File: src/rtl/timekeeper_pkg.sv
// Shared encodings and limits for the runtime timekeeper.
// Used by runtime_timekeeper and runtime_channel.
package timekeeper_pkg;

  typedef enum logic [1:0] {
    MODE_RUN        = 2'b00,
    MODE_SET_TOD    = 2'b01,
    MODE_SET_REMIND = 2'b10,
    MODE_RSVD       = 2'b11
  } mode_e;

  localparam logic [5:0] SEC_MAX  = 6'd59;
  localparam logic [5:0] MIN_MAX  = 6'd59;
  localparam logic [4:0] HOUR_MAX = 5'd23;

endpackage

File: src/rtl/runtime_channel.sv
// One run-time accumulator: prescaler, h:m:s, saturation, clear.
// Threshold and remind exist only with RUNTIME_REMIND_EN defined.
module runtime_channel
  import timekeeper_pkg::*;
#(
  parameter int TICK_DIV     = 100,
  parameter int HOUR_W       = 6,
  parameter int REMIND_H_DEF = 10,
  parameter int REMIND_M_DEF = 0
) (
  input  logic              clk_100Hz,
  input  logic              reset,
  input  logic              power_on,
  input  logic              run,
  input  logic              clear,
  input  logic              thr_load,
  input  logic [5:0]        thr_hour,
  input  logic [5:0]        thr_min,
  output logic [HOUR_W-1:0] hours,
  output logic [5:0]        minutes,
  output logic              remind
);

  localparam int PS_W = $clog2(TICK_DIV);
  localparam logic [PS_W-1:0] PS_LAST = PS_W'(TICK_DIV - 1);
  localparam logic [HOUR_W-1:0] H_SAT = '1;

  logic [PS_W-1:0]   ps_q, ps_d;
  logic [5:0]        sec_q, sec_d;
  logic [5:0]        min_q, min_d;
  logic [HOUR_W-1:0] hr_q, hr_d;
  logic              kill;
  logic              sat;

  assign kill = clear | ~power_on;
  assign sat  = (hr_q == H_SAT) && (min_q == MIN_MAX) &&
                (sec_q == SEC_MAX);

  // count while running; clear wins; stop once saturated
  always_comb begin
    ps_d  = ps_q;
    sec_d = sec_q;
    min_d = min_q;
    hr_d  = hr_q;
    if (kill) begin
      ps_d  = '0;
      sec_d = '0;
      min_d = '0;
      hr_d  = '0;
    end else if (run && !sat) begin
      if (ps_q == PS_LAST) begin
        ps_d = '0;
        if (sec_q == SEC_MAX) begin
          sec_d = '0;
          if (min_q == MIN_MAX) begin
            min_d = '0;
            hr_d  = hr_q + 1'b1;
          end else begin
            min_d = min_q + 6'd1;
          end
        end else begin
          sec_d = sec_q + 6'd1;
        end
      end else begin
        ps_d = ps_q + 1'b1;
      end
    end
  end

  // counter registers
  always_ff @(posedge clk_100Hz or posedge reset) begin
    if (reset) begin
      ps_q  <= '0;
      sec_q <= '0;
      min_q <= '0;
      hr_q  <= '0;
    end else begin
      ps_q  <= ps_d;
      sec_q <= sec_d;
      min_q <= min_d;
      hr_q  <= hr_d;
    end
  end

  assign hours   = hr_q;
  assign minutes = min_q;

`ifdef RUNTIME_REMIND_EN
  localparam int CW = (HOUR_W > 6) ? HOUR_W : 6;

  logic [5:0] thr_h_q, thr_h_d;
  logic [5:0] thr_m_q, thr_m_d;
  logic       rem_q, rem_d;
  logic       hit;

  assign hit = ((thr_h_q != 6'd0) || (thr_m_q != 6'd0)) &&
               ({CW'(hr_q), min_q} >= {CW'(thr_h_q), thr_m_q});

  // threshold load and sticky compare flag
  always_comb begin
    thr_h_d = thr_h_q;
    thr_m_d = thr_m_q;
    if (thr_load) begin
      thr_h_d = thr_hour;
      thr_m_d = thr_min;
    end
    rem_d = kill ? 1'b0 : (rem_q | hit);
  end

  // threshold and remind registers
  always_ff @(posedge clk_100Hz or posedge reset) begin
    if (reset) begin
      thr_h_q <= 6'(REMIND_H_DEF);
      thr_m_q <= 6'(REMIND_M_DEF);
      rem_q   <= 1'b0;
    end else begin
      thr_h_q <= thr_h_d;
      thr_m_q <= thr_m_d;
      rem_q   <= rem_d;
    end
  end

  assign remind = rem_q;
`else
  logic unused_thr;
  assign unused_thr = ^{thr_load, thr_hour, thr_min,
                        6'(REMIND_H_DEF), 6'(REMIND_M_DEF)};
  assign remind = 1'b0;
`endif

endmodule

File: src/rtl/runtime_timekeeper.sv
// Time of day plus N_CH run-time accumulators on the 100 Hz tick.
// Define RUNTIME_REMIND_EN for per-channel thresholds and remind.
module runtime_timekeeper
  import timekeeper_pkg::*;
#(
  parameter int TICK_DIV     = 100,
  parameter int N_CH         = 2,
  parameter int HOUR_W       = 6,
  parameter int REMIND_H_DEF = 10,
  parameter int REMIND_M_DEF = 0
) (
  input  logic                     clk_100Hz,
  input  logic                     reset,
  input  logic                     power_on,
  input  logic [1:0]               set_mode,
  input  logic [(N_CH > 1 ? $clog2(N_CH) : 1)-1:0] set_ch,
  input  logic [5:0]               set_hour,
  input  logic [5:0]               set_min,
  input  logic [N_CH-1:0]          ch_run,
  input  logic [N_CH-1:0]          ch_clear,
  output logic [4:0]               tod_hour,
  output logic [5:0]               tod_min,
  output logic [5:0]               tod_sec,
  output logic                     sec_pulse,
  output logic [N_CH*HOUR_W-1:0]   ch_hours,
  output logic [N_CH*6-1:0]        ch_minutes,
  output logic [N_CH-1:0]          remind
);

  localparam int CH_W = (N_CH > 1) ? $clog2(N_CH) : 1;
  localparam int PS_W = $clog2(TICK_DIV);
  localparam logic [PS_W-1:0] PS_LAST = PS_W'(TICK_DIV - 1);

  logic [PS_W-1:0] ps_q, ps_d;
  logic [5:0]      sec_q, sec_d;
  logic [5:0]      min_q, min_d;
  logic [4:0]      hr_q, hr_d;
  logic            pulse_q, pulse_d;
  logic            tod_ok;
  logic            thr_ok;

  assign tod_ok = (set_hour <= 6'(HOUR_MAX)) && (set_min <= MIN_MAX);
  assign thr_ok = power_on && (set_mode == MODE_SET_REMIND) &&
                  (set_min <= MIN_MAX);

  // time-of-day: clear, load/freeze, or count with carries
  always_comb begin
    ps_d    = ps_q;
    sec_d   = sec_q;
    min_d   = min_q;
    hr_d    = hr_q;
    pulse_d = 1'b0;
    if (!power_on) begin
      ps_d  = '0;
      sec_d = '0;
      min_d = '0;
      hr_d  = '0;
    end else if (set_mode == MODE_SET_TOD) begin
      if (tod_ok) begin
        ps_d  = '0;
        sec_d = '0;
        min_d = set_min;
        hr_d  = set_hour[4:0];
      end
    end else if (ps_q == PS_LAST) begin
      ps_d    = '0;
      pulse_d = 1'b1;
      if (sec_q == SEC_MAX) begin
        sec_d = '0;
        if (min_q == MIN_MAX) begin
          min_d = '0;
          hr_d  = (hr_q == HOUR_MAX) ? 5'd0 : hr_q + 5'd1;
        end else begin
          min_d = min_q + 6'd1;
        end
      end else begin
        sec_d = sec_q + 6'd1;
      end
    end else begin
      ps_d = ps_q + 1'b1;
    end
  end

  // time-of-day registers
  always_ff @(posedge clk_100Hz or posedge reset) begin
    if (reset) begin
      ps_q    <= '0;
      sec_q   <= '0;
      min_q   <= '0;
      hr_q    <= '0;
      pulse_q <= 1'b0;
    end else begin
      ps_q    <= ps_d;
      sec_q   <= sec_d;
      min_q   <= min_d;
      hr_q    <= hr_d;
      pulse_q <= pulse_d;
    end
  end

  assign tod_hour  = hr_q;
  assign tod_min   = min_q;
  assign tod_sec   = sec_q;
  assign sec_pulse = pulse_q;

  for (genvar i = 0; i < N_CH; i++) begin : g_ch
    runtime_channel #(
      .TICK_DIV     (TICK_DIV),
      .HOUR_W       (HOUR_W),
      .REMIND_H_DEF (REMIND_H_DEF),
      .REMIND_M_DEF (REMIND_M_DEF)
    ) u_ch (
      .clk_100Hz (clk_100Hz),
      .reset     (reset),
      .power_on  (power_on),
      .run       (ch_run[i]),
      .clear     (ch_clear[i]),
      .thr_load  (thr_ok && (set_ch == CH_W'(i))),
      .thr_hour  (set_hour),
      .thr_min   (set_min),
      .hours     (ch_hours[i*HOUR_W +: HOUR_W]),
      .minutes   (ch_minutes[i*6 +: 6]),
      .remind    (remind[i])
    );
  end

endmodule

File: config.mk
export PLATFORM = sky130hd
export DESIGN_NAME = runtime_timekeeper
export DESIGN_NICKNAME = d
export VERILOG_FILES = /design/src/rtl/timekeeper_pkg.sv /design/src/rtl/runtime_channel.sv /design/src/rtl/runtime_timekeeper.sv
export SDC_FILE = /design/constraint.sdc
export NUM_CORES = 1
export LEC_CHECK = 0
export ABC_AREA = 1
export CORE_ASPECT_RATIO = 0.7
export CORE_MARGIN = 10
export CORE_UTILIZATION = 50
export DETAILED_ROUTE_END_ITERATION = 6
export PLACE_DENSITY = 0.78
export SKIP_CTS_REPAIR_TIMING = 1
export SYNTH_ARGS = -nofsm -noshare
export SYNTH_HDL_FRONTEND = slang
export SYNTH_HIERARCHICAL = 1
export SYNTH_SLANG_ARGS = --single-unit
File: constraint.sdc
create_clock -name clk_100Hz -period 4.1 [get_ports clk_100Hz]
set_clock_uncertainty 0.15 [all_clocks]
set_input_delay 0.82 -clock clk_100Hz [delete_from_list [all_inputs] [get_ports clk_100Hz]]
set_output_delay 0.82 -clock clk_100Hz [all_outputs]
set_load 0.01 [all_outputs]
# Word level (Yosys, flattened, before mapping)
# Index checks and enable logic that the tools add are counted.
dict set report word_totals {
  reg_bits 75
  input_bits 22
  out_inout_bits 44
}
dict set report op_classes {
  add_sub_neg 12
  magnitude_cmp 2
  eq_ne 17
  n_mux 59
  n_bitwise 3
  n_reduce_logical 26
}
# op count
set op_table {}
lappend op_table {{$mux W6} 39}
lappend op_table {{$mux W7} 10}
lappend op_table {{$add A6 B1 Y6 const B} 8}
lappend op_table {{$eq A6 B6 Y1 const B} 8}
lappend op_table {{$mux W5} 7}
lappend op_table {{$add A7 B1 Y7 const B} 3}
lappend op_table {{$eq A7 B7 Y1 const B} 3}
lappend op_table {{$reduce_bool A2 Y1} 8}
lappend op_table {{$reduce_and A4 Y1} 3}
lappend op_table {{$ne A3 B1 Y1 const B} 3}
lappend op_table {{$reduce_and A3 Y1} 3}
lappend op_table {{$logic_and A1 B1 Y1} 7}
lappend op_table {{$le A6 B5 Y1 const B} 1}
lappend op_table {{$le A6 B6 Y1 const B} 1}
lappend op_table {{$reduce_and A2 Y1} 3}
lappend op_table {{$add A5 B1 Y5 const B} 1}
lappend op_table {{$eq A5 B5 Y1 const B} 1}
lappend op_table {{$mux W1} 3}
lappend op_table {{$ne A3 B3 Y1 const B} 1}
lappend op_table {{$eq A2 B1 Y1 const B} 1}
lappend op_table {{$logic_not A1 Y1} 2}
lappend op_table {{$or A1 B1 Y1} 2}
lappend op_table {{$not A1 Y1} 1}

# Logic depth before layout (Yosys ltp)
dict set report depth {
  ltp_word 7
  mapped_depth 11
  ltp_nobuf 10
}

# Cells and area by module
# Netlist, hierarchy kept.
# mod n_inst cells_each area_per_inst_um2 seq_area_each_um2
set by_module_without_submodules {}
lappend by_module_without_submodules {runtime_channel 2 194 1526.5 625.6}
lappend by_module_without_submodules {runtime_timekeeper 1 231 1714.1 625.6}

# Worst setup path before layout
# No wires, ideal clock.
dict set report synth_path {
  path_type {input to register}
  from {input ch_clear[0]}
  to {register g_ch[0].u_ch.min_q[2]}
  setup_time_ps 121
  arrival_time_ps 1731
  setup_slack_ps 2098
  cell_stages 9
  n_path_buf 2
  cell_sequence {inv_1 > nand2_1 > buf_2 > nor2_2 > nor2_4 > nand2_1 > buf_2 > nand2_1 > o21ai_1}
}
dict set report synth_via {
  elab_chain_cells 3
}
# element line
set synth_lines {}
lappend synth_lines {{from (decl)} runtime_timekeeper.sv:20} ;# input logic [N_CH-1:0] ch_clear,
lappend synth_lines {{$or A1 B1 Y1 (*)} runtime_channel.sv:35} ;# assign kill = clear | ~power_on;
lappend synth_lines {{$reduce_bool A2 Y1 (no source line)} --}
lappend synth_lines {{$reduce_and A3 Y1 (no source line)} --}
lappend synth_lines {{to (signal assigned)} runtime_channel.sv:80} ;# min_q <= min_d;
lappend synth_lines {{to (decl)} runtime_channel.sv:30} ;# logic [5:0] min_q, min_d;
# Every way passes the cells marked *; elsewhere a longest branch is shown, timed or not.
# A chain may end at the register's enable or synchronous reset.

# Final worst setup path
dict set report layout_path {
  from {input power_on}
  to {register g_ch[1].u_ch.min_q[1]}
}
dict set report layout_via {
  elab_chain_cells 4
}
# element line
set layout_lines {}
lappend layout_lines {{from (decl)} runtime_timekeeper.sv:14} ;# input logic power_on,
lappend layout_lines {{$not A1 Y1 (*)} runtime_channel.sv:35}
lappend layout_lines {{$or A1 B1 Y1 (*)} runtime_channel.sv:35}
lappend layout_lines {{$reduce_bool A2 Y1 (no source line)} --}
lappend layout_lines {{$reduce_and A3 Y1 (no source line)} --}
lappend layout_lines {{to (signal assigned)} runtime_channel.sv:80}
lappend layout_lines {{to (decl)} runtime_channel.sv:30}
# Marks and branches as above.

==> results.md <==
- Power Total: 1.86 mW
- Die Y: 102 um
- Status: complete, no violations
- Pin count of the biggest net entering global routing: 26
- CP required: 4.21 ns
- Post-route insts no fill: 803
- Switching power: around 0.53 mW
- Clock tree buffer depth: 2
- Register share of total power: 0.451
- Int Pwr: ~1.3 mW
- GRT Overall Usage: 0.166
- Post-DR vias/cell: 5.35
- Final Slew Violations: 0
- Startpoint Class: primary input
- Relative slew margins: 0.347
- Comb power frac: 0.163
- Hold Path End: tod_hour[3]
- DR WL/cell: 14.2 um
- Post-synthesis net count: 649
- Clock sinks: 75
- Peak supply drop: roughly 220 uV
- Area occupied by multi-input gates: 2530 sq um
- Fin. Hold Viols: 0
- Clock share of power: 0.386
- Fin crit period: 3.21 ns
- Arr. time, crit path: 3.31 ns
- PortBufs: 62
- Min-Delay Path Depth: 2
- Sum Neg Setup Slack: 0 ns
- Critical Path Sink Type: flip-flop
- Vias in the first global route: just over 4k
- Hpwl dp: 8470 um
- Clock Tree Root: clkbuf_16
- Leak: 2.53 nW
- Mean post-synth cell area: 7.72 sq um
- Core Area: 9140 sq um
- # diodes: 0
- Slew @ Worst Pin: 0.979 ns
- Effective utilization at floorplan: 0.519
- FMAX: 312 MHz
- Hold path start: tod_hour[3]
- Power Density: 327 nW/um^2
- Final net count: 709
- Setup Crit Path Kind: in -> reg
- Fillers: approximately 800
- Total grt overflow: 0
- Routed Antenna Nets: 0
- HP Class: reg -> reg
- Yosys Warn Count: 6
- Crit-path max cell delay: 0.76 ns
- H-tree depth: 3
- Remaining DRCs: 0
- First-pass GRT wire length: about 19000 um
- Area growth, synth to finish: 19.6%
- CTS Buf Count: 9
- CTS tree: built
- Layout cells sized above 1: 0.106
- R2R Path End: g_ch[0].u_ch/minutes[1]
- R2R Setup Slk: 1.82 ns
- CP cell instances: clkdlybuf4s50_1, nand2_1, inv_1, nand2_2, nand2_1, nand2_1, o21ai_1
- Dpl cells: 788
- RSZ-0062 raised after global routing: false
- Number of max-cap violations: 0
- Final Cycle Share: 0.783
- Post-Route WL: 11400 um
- Core Rows: 29
- CP most frequent cell: nand2_1
- Cell count of the worst reg-to-reg path: 9
- Placer congestion estimate: roughly 0.84
- Synth Cell Area: around 4700 sq um
- Synth Instances: 615
- Clk_lat worst skew: 0.33 ns
- Vias: 4295
- Die outline width: 136 um
- Worst Path Max Fanout: 20
- 1st-iter DRT viols: 295
- Reg2reg start: g_ch[0].u_ch/hours[0]
- DRT Pass-1 Iters: 5
- CP max stage cell: clkdlybuf4s50_1
- Final setup vio count: 0
- Sw Share: 0.284
- Clock Pin Slew Worst Setup and Hold Paths: 0.06 ns
- # IOs: 66
- Initial antenna violation count: 0
- Sequential standard cell area: 1880 sq um
- Die area: between 10000 and 15000 sq um
==> cells in the final DEF, fill, tap and decap left out, drive strengths merged, types with 9 or more instances in the layout <==
cell type	instances
ha	12
nor2	70
clkdlybuf4s50	62
inv	56
xor2	25
clkbuf	11
xnor2	9
nand4	26
nand2	182
dfrtp	75
o21ai	51
nand3	69
==> sequential cells by signal (all words and copies together), names as in the netlist <==
signal / flops
g_ch.u_ch/ps_q: 14
g_ch.u_ch/hours: 12
g_ch.u_ch/minutes: 12
g_ch.u_ch/sec_q: 12
ps_q: 7
tod_min: 6
tod_sec: 6
tod_hour: 5
sec_pulse: 1
==> worst max-delay path: cells and delay by family <==
family | cells | cell delay, ns
AO/OA/AOI/OAI | 1 | 0.09
AND/OR/NAND/NOR | 4 | 1.24
buffers and inverters | 2 | 1.14
==> power groups by stage <==
stage / combinational [mW] / clock [mW] / sequential [mW]
floorplan: 0.184 / 0 / 0.848
global placement: 0.295 / 0 / 0.846
detailed placement: 0.303 / 0 / 0.850
CTS: 0.305 / 0.735 / 0.837
global route: 0.338 / 0.768 / 0.843
finish: 0.302 / 0.717 / 0.838
==> metal layers <==
layer | global-route usage | wire length, um
met5 | 0 | 0
met4 | 0.0359 | 87
met3 | 0.0490 | 667
met2 | 0.277 | 5410
met1 | 0.210 | 5220
==> stage by stage <==
| stage | setup WS, ns | area [sq um] | util | hold slack (ns) |
|---|---|---|---|---|
| 2_1_floorplan | 2.10 | 4750 | - | 0.317 |
| 5_1_grt | 0.675 | 5680 | 0.621 | 0.392 |
| 4_1_cts | 0.887 | 5680 | 0.621 | 0.364 |
| 6_report | 0.892 | 5680 | 0.621 | 0.363 |
| 3_3_place_gp | 0.609 | 5410 | 0.592 | 0.341 |
| 3_5_place_dp | 0.564 | 5410 | 0.592 | 0.348 |
==> area by class of cell <==
type,instances,area share
Timing Repair Buffer,63,0.111
Clock inverter,4,0.00484
Inverter,56,0.0383
Multi-Input combinational cell,470,0.446
Clock buffer,11,0.0427
Sequential cell,75,0.330
Tap cell,124,0.0273
==> how the worst max path moves through the flow <==
stage / cells past startpoint / end / from / slack, ns
after global routing: 7 / g_ch[1].u_ch/minutes[1] / power_on / 0.68
after floorplan: 9 / g_ch[0].u_ch/minutes[2] / ch_clear[0] / 2.10
after detailed placement: 7 / g_ch[1].u_ch/minutes[5] / power_on / 0.56
after CTS: 7 / g_ch[1].u_ch/minutes[5] / power_on / 0.89
after global placement: 7 / g_ch[1].u_ch/minutes[4] / power_on / 0.61
final: 7 / g_ch[1].u_ch/minutes[1] / power_on / 0.89
Power figures use the tool's default switching activity.
